### config.mk
export PLATFORM = sky130hd
export DESIGN_NAME = frame_minmax_ctrl
export DESIGN_NICKNAME = d
export VERILOG_FILES = /design/src/rtl/frame_minmax_ctrl.sv
export SDC_FILE = /design/constraint.sdc
export NUM_CORES = 1
export LEC_CHECK = 0
export ABC_AREA = 1
export CORE_MARGIN = 4
export CORE_UTILIZATION = 53
export DETAILED_ROUTE_END_ITERATION = 12
export PLACE_DENSITY = 0.82
export RECOVER_POWER = 50
export SYNTH_ARGS = -nofsm -noshare
export SYNTH_HDL_FRONTEND = slang
export SYNTH_SLANG_ARGS = --single-unit
### constraint.sdc
create_clock -name clk -period 3.6 [get_ports clk]
set_input_delay 0.36 -clock clk [delete_from_list [all_inputs] [get_ports clk]]
set_output_delay 0.36 -clock clk [all_outputs]
set_load 0.05 [all_outputs]
### src/rtl/frame_minmax_ctrl.sv
// frame_minmax_ctrl
//   Collects FRAME_LEN unsigned 4-bit samples over a valid/ready input
//   handshake and presents the frame maximum, minimum and an all-equal flag
//   over a valid/ready output handshake. The result is held stable until the
//   consumer takes it. No new frame is accepted while a result is held.
//
//   Optional feature: define FRAME_MINMAX_INDEX_EN to add out_max_idx and
//   out_min_idx. These give the 0-based frame positions of the first maximum
//   and the first minimum.
//
// Ports
//   clk          clock, rising edge
//   rst_n        asynchronous active-low reset
//   in_valid     sample offered
//   in_ready     block can accept a sample (decoded from state)
//   in_data[3:0] unsigned sample
//   out_valid    frame result available (only in HOLD)
//   out_ready    consumer accepts the result
//   out_max      largest sample of the frame
//   out_min      smallest sample of the frame
//   out_all_eq   all samples of the frame are equal
//   out_max_idx  (FRAME_MINMAX_INDEX_EN) position of first maximum
//   out_min_idx  (FRAME_MINMAX_INDEX_EN) position of first minimum
//
// state  | meaning
// -------+--------------------------------------------------
// IDLE   | no sample of the current frame held
// ACCUM  | 1..FRAME_LEN-1 samples held, running values valid
// HOLD   | result presented, waiting for out_ready

module frame_minmax_ctrl #(
   parameter int FRAME_LEN = 8
) (
   input  logic       clk,
   input  logic       rst_n,
   input  logic       in_valid,
   output logic       in_ready,
   input  logic [3:0] in_data,
   output logic       out_valid,
   input  logic       out_ready,
   output logic [3:0] out_max,
   output logic [3:0] out_min,
   output logic       out_all_eq
`ifdef FRAME_MINMAX_INDEX_EN
   ,
   output logic [3:0] out_max_idx,
   output logic [3:0] out_min_idx
`endif
);

   localparam logic [3:0] LAST_CNT = 4'(FRAME_LEN - 1);

   typedef enum logic [1:0] {
      S_IDLE  = 2'd0,
      S_ACCUM = 2'd1,
      S_HOLD  = 2'd2
   } state_t;

   state_t     state_q, state_d;
   logic [3:0] cnt_q, cnt_d;
   logic [3:0] max_q, max_d;
   logic [3:0] min_q, min_d;
   logic       all_eq_q, all_eq_d;
   logic       gt_max, lt_min, eq_max;
`ifdef FRAME_MINMAX_INDEX_EN
   logic [3:0] max_idx_q, max_idx_d;
   logic [3:0] min_idx_q, min_idx_d;
`endif

   always_ff @(posedge clk or negedge rst_n) begin
      if (!rst_n) begin
         state_q   <= S_IDLE;
         cnt_q     <= 4'd0;
         max_q     <= 4'd0;
         min_q     <= 4'd0;
         all_eq_q  <= 1'b0;
`ifdef FRAME_MINMAX_INDEX_EN
         max_idx_q <= 4'd0;
         min_idx_q <= 4'd0;
`endif
      end else begin
         state_q   <= state_d;
         cnt_q     <= cnt_d;
         max_q     <= max_d;
         min_q     <= min_d;
         all_eq_q  <= all_eq_d;
`ifdef FRAME_MINMAX_INDEX_EN
         max_idx_q <= max_idx_d;
         min_idx_q <= min_idx_d;
`endif
      end
   end

   // Strict compares keep the first occurrence of an extreme when values tie.
   always_comb begin
      gt_max = (in_data > max_q);
      lt_min = (in_data < min_q);
      eq_max = (in_data == max_q);
   end

   always_comb begin
      state_d   = state_q;
      cnt_d     = cnt_q;
      max_d     = max_q;
      min_d     = min_q;
      all_eq_d  = all_eq_q;
`ifdef FRAME_MINMAX_INDEX_EN
      max_idx_d = max_idx_q;
      min_idx_d = min_idx_q;
`endif
      case (state_q)
         S_IDLE: begin
            if (in_valid) begin
               max_d     = in_data;
               min_d     = in_data;
               all_eq_d  = 1'b1;
               cnt_d     = 4'd1;
`ifdef FRAME_MINMAX_INDEX_EN
               max_idx_d = 4'd0;
               min_idx_d = 4'd0;
`endif
               state_d   = S_ACCUM;
            end
         end
         S_ACCUM: begin
            if (in_valid) begin
               // cnt_q is the 0-based position of the incoming sample.
               if (gt_max) begin
                  max_d = in_data;
`ifdef FRAME_MINMAX_INDEX_EN
                  max_idx_d = cnt_q;
`endif
               end
               if (lt_min) begin
                  min_d = in_data;
`ifdef FRAME_MINMAX_INDEX_EN
                  min_idx_d = cnt_q;
`endif
               end
               if (!eq_max) all_eq_d = 1'b0;
               cnt_d = cnt_q + 4'd1;
               if (cnt_q == LAST_CNT) state_d = S_HOLD;
            end
         end
         S_HOLD: begin
            if (out_ready) begin
               state_d = S_IDLE;
               cnt_d   = 4'd0;
            end
         end
         default: begin
            state_d = S_IDLE;
            cnt_d   = 4'd0;
         end
      endcase
   end

   always_comb begin
      in_ready    = (state_q != S_HOLD);
      out_valid   = (state_q == S_HOLD);
      out_max     = max_q;
      out_min     = min_q;
      out_all_eq  = all_eq_q;
`ifdef FRAME_MINMAX_INDEX_EN
      out_max_idx = max_idx_q;
      out_min_idx = min_idx_q;
`endif
   end

endmodule
==> results by group <==
Outcome
  • Status: completed

Timing
  • Fin crit period: 2.15 ns
  • Worst setup margin: about 1.4 ns
  • Setup TNS: 0 ns
  • Hold Worst Slack: 0.522 ns
  • Final Slew Violations: 0
  • Worst-Margin Slew: 0.707 ns
  • Final hold vios: 0
  • Slew margin rel.: 52.7%
  • Fin crit share: 59.7%
  • Final setup vio count: 0
  • Fmax: 465 MHz
  • Skew final: 0.00587 ns
  • RSZ-0062 raised after global routing: no

CTS
  • Total CTS buffers: 3
  • Post-CTS Repair Setup Buffers: 0
  • CTS tree: built
  • Worst-case clock buffer depth: 2
  • Clock latency on the worst-skew pair: about 0.29 ns
  • # resized after CTS: 0
  • Root buf cell: clkbuf_4
  • Cts hold-fix bufs: 0
  • Clk slew on worst S/H paths: 0.10 ns
  • Sink Count: 15
  • # H-tree levels: 1

Placed design
  • Placed Cells: 145
  • Pre-CTS setup slack: 1.62 ns
  • Placed Area: 1100 um^2
  • Gpl congestion: 0.783
  • Hpwl dp: 1.58 mm
  • I/O Buffers: 18

Detailed routing
  • DR WL/cell: roughly 13 um
  • Detailed-route wire length: roughly 2 mm
  • DRC: 0
  • Via count: 770
  • Vias/cell: 5.17
  • Initial drt markers: 8
  • Antenna-violating nets left: 0
  • Initial DRT Pass Iterations: 4

Pwr
  • Pwr dens: around 890 nW/um^2
  • Final Total Pwr: 0.995 mW
  • Leakage: 0.613 nW
  • VDD IR max: 565 uV

Worst setup path
  • R2r startpoint: out_min[3]
  • Max FO, Critical Path: 3
  • WP data required: approximately 3.2 ns
  • CP cell instances: inv_2 -> nor2_2 -> clkdlybuf4s50_1
  • Worst setup path endpoint: out_valid
  • Slowest stage delay, CP: slightly above 0.8 ns
  • R2r endpoint: out_min[0]
  • Worst path depth: 3
  • Reg2Reg Setup Slack: ~2.1 ns
  • Critical path endpoint category: output port
  • Crit path from: state_q[1]
  • Crit path DAT: 1.79 ns
  • CP top delay family: buffers and inverters
  • Worst Path Buf+Inv: 2
  • Slowest stage cell, crit path: clkdlybuf4s50_1
  • Register-to-Register Path Depth: 8
  • CP startpoint kind: flop
  • Critical path type: reg2out

Finish
  • Fin util: 71.3%
  • N_diodes: 0
  • Fraction of layout cells with a size suffix above 1: 11.3%
  • Layout Area Growth over Synthesis: 24.0%
  • Final cell area excluding filler cells: 1110 um^2
  • Final nets: 150
  • Non-Filler Instances: 149
  • Fill cells: 136

Global routing
  • Largest net degree at the start of global routing: 16
  • Initial antenna violation count: 0
  • GRT Total Usage: 19.4%
  • Number of global-route vias before repair: approximately 860
  • Global-route wire length before repair: 3.64 mm
  • Gr ovfl total: 0

Job
  • Max-cap viol count: 0

Min path
  • Min-Delay Startpoint: out_max[1]
  • Hold Path Cell Cnt: 2
  • Hold Crit Class: reg2reg

Synth
  • Adder-Cell Fraction of Synth Area: roughly 11%
  • Xor/xnor share of the synthesized area: 1.95%
  • Synth Register Bits: 15
  • Share of the synthesized area in the top cell type: 41.8%
  • Main combinational cell family by area after synthesis: simple AND/OR/NAND/NOR gates
  • Post-synth top area cell: dfrtp_1
  • Synth Area in Compound Gates: ~7%
  • Number of distinct library cells after synthesis: 20
  • Synth Area per Inst: 8.08 um^2
  • Register area share after synthesis: 41.8%
  • Synthesized area: ~900 um^2
  • Post-Synth Simple-Gate Area: 30.4%
  • Warnings, synthesis: 0
  • Fraction of synthesized area in multiplexers: 0%
  • Syn Nets: 127
  • Mapped Cells: 111
  • Top post-synthesis cells by area: dfrtp_1 (42%), nand2_1 (14%), ha_1 (11%)

Floorplan
  • Initial Util: 57.5%
  • Core area: 1560 um^2
  • Num rows: 14
  • Die Wd: 49.1 um
  • IO Count: 19
  • Die height: around 50 um
  • Die area: 2410 um^2
[final cells by class]
type | instances | area [um^2] | area share [%]
clock buffer | 3 | 22.5 | 2.02
clock inverter | 1 | 5.00 | 0.450
inverter | 18 | 67.6 | 6.07
multi-input combinational | 78 | 442 | 39.7
sequential | 15 | 375 | 33.7
tap | 16 | 20.0 | 1.80
timing repair buffer | 18 | 180 | 16.2
[cells by family (layout without fill, tap and decap cells)]
| logic type | after synthesis | after routing |
|---|---|---|
| compound gates | 10 | 10 |
| xor+xnor | 2 | 2 |
| fa+ha+maj | 8 | 8 |
| buf+inv | 18 | 40 |
| flops | 15 | 15 |
| simple gates | 58 | 58 |
[cells in the mapped netlist]
cell,instances
nand2_1,33
dfrtp_1,15
inv_1,14
nand3_1,11
ha_1,8
nor2_1,5
inv_2,4
a21o_1,3
nand2_2,3
o21ai_1,3
nor2_4,2
xor2_1,2
a21oi_1,1
a21oi_2,1
nand2_4,1
nand3_2,1
nor2_2,1
o21ai_0,1
o21bai_1,1
or2_2,1
[tightest hold or removal path, delay by kind of cell (launching register included)]
kind / cells / cell delay, ns
simple gates: 2 / 0.11
flops: 1 / 0.39
[cell usage in the layout, fill, tap and decap left out, drive strengths merged]
master / n
or2: 1
a21oi: 2
clkdlybuf4s50: 16
dlygate4sd3: 2
nand2: 37
o21bai: 1
a21o: 3
o21ai: 4
ha: 8
nor2: 8
clkbuf: 3
dfrtp: 15
xor2: 2
nand3: 12
inv: 18
clkinv: 1
[layer usage]
metal  routed length (um)  GRT usage, %  vias to the layer above
li1                     -             -                      395
met1                  899          22.6                      346
met2                  952          33.7                       20
met3                   86          3.98                        9
met4                   56          9.00                        0
met5                    0             0                        -
[power by group]
group	total, mW	leakage, nW	switching (mW)	internal [mW]
combinational	0.588	0.409	0.381	0.207
clock	0.100	0.0177	0.0587	0.0413
sequential	0.307	0.187	0.0646	0.242
[flip-flops by register name (all words and copies together) (netlist names)]
name / count
cnt_q: 4
out_min: 4
out_max: 4
out_all_eq: 1
state_q: 2
[worst min path at each step]
stage	endpoint	slack [ns]
final	out_max[1]	0.52
after global routing	out_max[1]	0.56
after CTS	out_max[3]	0.50
after detailed placement	out_max[1]	0.50
after global placement	out_max[1]	0.49
after floorplan	cnt_q[0]	0.06
Note: power is estimated with default switching activity, not from simulation.
